--- src/rtl/flash_seq_pkg.sv ---
// rtl/flash_seq_pkg.sv - shared types and helpers for the flash read sequencer
package flash_seq_pkg;

  typedef enum logic [1:0] {
    IDLE  = 2'd0,
    FETCH = 2'd1,
    WAIT  = 2'd2
  } seq_state_e;

  typedef logic [22:0] flash_addr_t;
  typedef logic [1:0]  byte_idx_t;

  localparam byte_idx_t LAST_BYTE = 2'd3;

  function automatic logic [7:0] word_byte(input logic [31:0] word, input byte_idx_t lane);
    logic [7:0] b;
    case (lane)
      2'd0:    b = word[7:0];
      2'd1:    b = word[15:8];
      2'd2:    b = word[23:16];
      default: b = word[31:24];
    endcase
    return b;
  endfunction

endpackage

--- src/rtl/flash_addr_gen.sv ---
// rtl/flash_addr_gen.sv - wrapping up/down word address counter for the audio region
module flash_addr_gen
  import flash_seq_pkg::*;
#(
  parameter flash_addr_t START_ADDR = 23'h000000,
  parameter flash_addr_t END_ADDR   = 23'h07FFFF
) (
  input  logic        clk,
  input  logic        reset,
  input  logic        load,
  input  logic        step,
  input  logic        dir,
  output flash_addr_t addr
);

  flash_addr_t addr_q;

  // load takes the region end when running backwards so playback starts at the tail
  always_ff @(posedge clk or posedge reset) begin
    if (reset) begin
      addr_q <= START_ADDR;
    end else if (load) begin
      addr_q <= dir ? END_ADDR : START_ADDR;
    end else if (step) begin
      if (dir) begin
        addr_q <= (addr_q == START_ADDR) ? END_ADDR : addr_q - 23'd1;
      end else begin
        addr_q <= (addr_q == END_ADDR) ? START_ADDR : addr_q + 23'd1;
      end
    end
  end

  assign addr = addr_q;

endmodule

--- src/rtl/flash_read_sequencer.sv ---
// rtl/flash_read_sequencer.sv - streams audio bytes from flash words over Avalon-MM reads
module flash_read_sequencer
  import flash_seq_pkg::*;
#(
  parameter flash_addr_t START_ADDR = 23'h000000,
  parameter flash_addr_t END_ADDR   = 23'h07FFFF
) (
  input  logic        clk,
  input  logic        reset,
  input  logic        enable,
  input  logic        reverse,
  input  logic        restart,
  input  logic        sample_tick,
  input  logic        flash_mem_waitrequest,
  input  logic        flash_mem_readdatavalid,
  input  logic [31:0] flash_mem_readdata,
  output logic        flash_mem_read,
  output logic [22:0] flash_mem_address,
  output logic [7:0]  audio_out,
  output logic        audio_valid,
  output logic        underrun
);

  seq_state_e  state, state_next;
  flash_addr_t gen_addr;
  logic        drain;

  logic        cur_valid, nxt_valid;
  logic [31:0] cur_word, nxt_word;
  byte_idx_t   byte_pos;

  logic        cur_valid_d, nxt_valid_d;
  logic [31:0] cur_word_d, nxt_word_d;
  byte_idx_t   byte_pos_d;

  logic        accepted, tick_take, consume, word_done, take_data;
  byte_idx_t   lane;

  assign flash_mem_read = (state == FETCH);
  assign accepted       = flash_mem_read && !flash_mem_waitrequest;
  assign tick_take      = sample_tick && enable && !restart;
  assign consume        = tick_take && cur_valid;
  assign word_done      = consume && (byte_pos == LAST_BYTE);
  assign take_data      = flash_mem_readdatavalid && (state == WAIT) && !drain && !restart;
  // byte_pos counts bytes taken from the word; direction only picks the lane
  assign lane           = reverse ? (LAST_BYTE - byte_pos) : byte_pos;

  flash_addr_gen #(
    .START_ADDR (START_ADDR),
    .END_ADDR   (END_ADDR)
  ) u_addr_gen (
    .clk   (clk),
    .reset (reset),
    .load  (restart),
    .step  (accepted && !drain && !restart),
    .dir   (reverse),
    .addr  (gen_addr)
  );

  always_comb begin
    state_next = state;
    case (state)
      IDLE:    if (enable && !drain && !(cur_valid && nxt_valid)) state_next = FETCH;
      FETCH:   if (accepted) state_next = (drain || restart) ? IDLE : WAIT;
      WAIT:    if (flash_mem_readdatavalid) state_next = IDLE;
      default: state_next = IDLE;
    endcase
    // a started handshake must finish, so restart cannot pull the FSM out of FETCH
    if (restart && (state != FETCH)) state_next = IDLE;
  end

  always_ff @(posedge clk or posedge reset) begin
    if (reset) begin
      state             <= IDLE;
      drain             <= 1'b0;
      flash_mem_address <= START_ADDR;
    end else begin
      state <= state_next;
      if (restart) begin
        drain <= (state == FETCH) || (((state == WAIT) || drain) && !flash_mem_readdatavalid);
      end else if (drain && flash_mem_readdatavalid) begin
        drain <= 1'b0;
      end
      if (state != FETCH) flash_mem_address <= gen_addr;
    end
  end

  always_comb begin
    cur_valid_d = cur_valid;
    nxt_valid_d = nxt_valid;
    cur_word_d  = cur_word;
    nxt_word_d  = nxt_word;
    byte_pos_d  = byte_pos;
    if (consume) byte_pos_d = byte_pos + 2'd1;
    if (word_done) begin
      cur_valid_d = nxt_valid;
      cur_word_d  = nxt_word;
      nxt_valid_d = 1'b0;
      byte_pos_d  = '0;
    end
    // placement looks at cur after this cycle's consumption
    if (take_data) begin
      if (!cur_valid_d) begin
        cur_valid_d = 1'b1;
        cur_word_d  = flash_mem_readdata;
      end else begin
        nxt_valid_d = 1'b1;
        nxt_word_d  = flash_mem_readdata;
      end
    end
    if (restart) begin
      cur_valid_d = 1'b0;
      nxt_valid_d = 1'b0;
      byte_pos_d  = '0;
    end
  end

  always_ff @(posedge clk or posedge reset) begin
    if (reset) begin
      cur_valid <= 1'b0;
      nxt_valid <= 1'b0;
      cur_word  <= '0;
      nxt_word  <= '0;
      byte_pos  <= '0;
    end else begin
      cur_valid <= cur_valid_d;
      nxt_valid <= nxt_valid_d;
      cur_word  <= cur_word_d;
      nxt_word  <= nxt_word_d;
      byte_pos  <= byte_pos_d;
    end
  end

  always_ff @(posedge clk or posedge reset) begin
    if (reset) begin
      audio_out   <= 8'h00;
      audio_valid <= 1'b0;
      underrun    <= 1'b0;
    end else begin
      audio_valid <= consume;
      underrun    <= tick_take && !cur_valid;
      if (consume) audio_out <= word_byte(cur_word, lane);
    end
  end

endmodule

--- config.mk ---
export PLATFORM = sky130hd
export DESIGN_NAME = flash_read_sequencer
export DESIGN_NICKNAME = d
export VERILOG_FILES = /design/src/rtl/flash_seq_pkg.sv /design/src/rtl/flash_addr_gen.sv /design/src/rtl/flash_read_sequencer.sv
export SDC_FILE = /design/constraint.sdc
export NUM_CORES = 1
export LEC_CHECK = 0
export CORE_ASPECT_RATIO = 0.9
export CORE_MARGIN = 2
export CORE_UTILIZATION = 50
export CTS_CLUSTER_SIZE = 28
export DETAILED_ROUTE_END_ITERATION = 8
export PLACE_DENSITY = 0.72
export SLEW_MARGIN = 0
export SYNTH_ARGS = -nofsm -noshare
export SYNTH_HDL_FRONTEND = slang
export SYNTH_SLANG_ARGS = --single-unit
--- constraint.sdc ---
create_clock -name clk -period 4.8 [get_ports clk]
set_input_delay 0.72 -clock clk [delete_from_list [all_inputs] [get_ports clk]]
set_output_delay 0.72 -clock clk [all_outputs]
set_load 0.05 [all_outputs]
==> results_dict.tcl <==
set metrics [dict create \
    outcome "complete, no violations" \
    p_leak_uw 0.00360 \
    start_util 0.508 \
    dp.final_hpwl_mm 10.5 \
    grt_use_total 0.231 \
    seq_area_frac_synth 0.474 \
    wirelength_mm 16.0 \
    synthAdderAreaFrac 0.00746 \
    fp.dieH_um 114 \
    ys.flop_type "dfrtp_1" \
    syn_inst 644 \
    synth.top_cell.area_share 0.474 \
    ant_nets 0 \
    cp.required_ns 5.07 \
    cts.hold.buffers_added 0 \
    cpMaxStageDelayCell "clkdlybuf4s50_1" \
    cts_max_level 4 \
    min_path_type "flop to flop" \
    drv_cap 0 \
    cts.clk_slew.worst_paths_ns 0.06 \
    fin_skew_ns 0.00874 \
    synth_cell_types 59 \
    clk_latency_ns 0.42 \
    synthesis.area_sq_um 6710 \
    grt_pass1_vias 5234 \
    antenna_found_initial 0 \
    coreArea_sq_um 13200 \
    fmax_mhz 316 \
    antenna_cells 0 \
    power.share.switching 0.323 \
    slew_viol_final 0 \
    clockBufferDepth 2 \
    hold_viol 0 \
    synth-edff-count 0 \
    asyncSetResetFlopFracSynth 1.00 \
    yosys_warnings 0 \
    p_int_uw 2470 \
    switchingPower_uw 1180 \
    p_per_area_nw_per_um2 450 \
    finalSetupViolCount 0 \
    drc 0 \
    synth_top_family_by_area "multiplexers" \
    placementRows 40 \
    gp_congestion 0.937 \
    setup_tns_ns 0 \
    dieArea_sq_um 14400 \
    avgSynthCellArea_sq_um 10.4 \
    port_buffers 73 \
    cts_buffers 17 \
    utilization 0.615 \
    num_vias 5207 \
    cts_resized 0 \
    cts_root_buf "clkbuf_16" \
    cts_setup_buffers 0 \
    grt_max_degree 79 \
    worstSetupPathType "input pin to flop" \
    drive_above_1_share 0.171 \
    dr.first_iter.drc_count 504 \
    seqPwrFrac 0.406 \
    ir_worst_vdd_mv 0.261 \
    yosysTopAreaCell "dfrtp_1" \
    critPathMaxStageDelay_ns 0.65 \
    holdWs_ns 0.491 \
    worstMarginPinSlew_ns 1.07 \
    wire_per_inst_um 18.3 \
    p_clk_frac 0.356 \
    comb_power_share 0.239 \
    place_ws_ns 1.19 \
    synth_most_common_cell "dfrtp_1" \
    cp_cell_sequence "clkdlybuf4s50_1 > inv_2 > nand4_1 > buf_4 > inv_1 > nand2_2 > o21ai_0 > nor2b_4 > buf_4 > o21ai_0" \
    min_period_ns 3.16 \
    cp-end-kind "flop" \
    synth-xor-area-share 0.0130 \
    relSlewSlack 0.289 \
    synthTopCellsByCount "127 x dfrtp_1, 72 x o21ai_0, 67 x nand2_1" \
    setup_ws_ns 1.64 \
    worstPathArrival_ns 3.43 \
    area_delta_synth_final_pct 21.0 \
    period_share 0.659 \
    rsz0062_at_grt "false" \
    fin_nets 737 \
    synth_mux_area_frac 0.194 \
    grt_first_pass_wirelength_mm 26.2 \
    clock-sinks 127 \
    synth-simple-area-share 0.134 \
    cts_tree "done" \
    startpoint_type "input pin" \
    cp_max_fo 64 \
    synth.net_count 688 \
    dr.pass1.iters 5 \
    num_io_pins 74 \
    vias_per_cell 5.96 \
    grt_overflow 0 \
    ys_seq_elements 127 \
    die_w_um 126 \
    synthTopCellsByArea "dfrtp_1 47%, mux2_2 9.1%, mux2i_1 6.3%" \
    synth_compound_area_frac 0.139 \
]
## per-layer routing
layer / global-route usage / vias to the layer above / share of wire
met5: 0 / - / 0
met4: 0.109 / 0 / 0.024
met3: 0.0502 / 24 / 0.040
met2: 0.386 / 151 / 0.52
met1: 0.287 / 2580 / 0.42
li1: - / 2452 / -
## final timing paths
check | from | to | slack, ns | depth (start not counted)
max | restart | cur_word[12] | 1.64 | 10
min | flash_mem_address[5] | flash_mem_address[5] | 0.49 | 2
max reg2reg | u_addr_gen.addr[3] | u_addr_gen.addr[2] | 1.93 | 6
min reg2reg | flash_mem_address[5] | flash_mem_address[5] | 0.49 | 2
max in group asynchronous | reset | nxt_word[25] | 3.11 | 3
min in group asynchronous | reset | flash_mem_address[5] | 0.88 | 2
## final cells by class
cell class                      count  area, sq um
Clock buffer                       23          498
Clock inverter                      9          106
Fill cell                        1094         5090
Inverter                           11         43.8
Multi-Input combinational cell    455         3280
Sequential cell                   127         3180
Tap cell                          168          210
Timing Repair Buffer               81          803
## state kept, by name, summed over array words and instances (netlist names), 2 cells and up
register,count
audio_out,8
byte_pos,2
cur_word,32
flash_mem_address,23
nxt_word,32
state,2
u_addr_gen.addr,23
## logic make-up after synthesis
group                    Yosys count
AO/OA/AOI/OAI                    152
AND/OR/NAND/NOR                  181
buffers and inverters             62
XOR/XNOR                          10
adder cells (fa/ha/maj)            4
multiplexers                     108
flip-flops                       127
## through the flow
| step | total power, uW | instance area [sq um] | instances |
|---|---|---|---|
| 2_1_floorplan | 2080 | 6710 | 644 |
| 3_5_place_dp | 2370 | 7520 | 842 |
| 3_3_place_gp | 2330 | 7520 | 842 |
| 5_1_grt | 3810 | 8120 | 874 |
| 4_1_cts | 3680 | 8120 | 874 |
| 6_report | 3650 | 8120 | 874 |
## critical path, delay by kind of cell
family,cells,cell delay (ns)
AO/OA/AOI/OAI,2,0.58
buffers and inverters,5,1.70
AND/OR/NAND/NOR,3,0.40
## cells in the final DEF, fill, tap and decap left out, drive strengths merged, types with 9 or more instances in the layout
cell and n:
mux4 12, nand2 67, o21ai 75, clkdlybuf4s50 73, mux2i 42, nor2 27, mux2 54, nand3 21
a21oi 29, inv 10, nor4 9, nand4 10, nor3 15, clkbuf 23, dfrtp 127
## power groups by stage
stage               Sequential, uW  Clock [uW]  Combinational, uW
floorplan                     1580           0                501
global placement              1480           0                848
detailed placement            1500           0                871
CTS                           1480        1320                878
global route                  1510        1360                938
finish                        1480        1300                871
No activity file was read; power rests on OpenSTA's default activity.
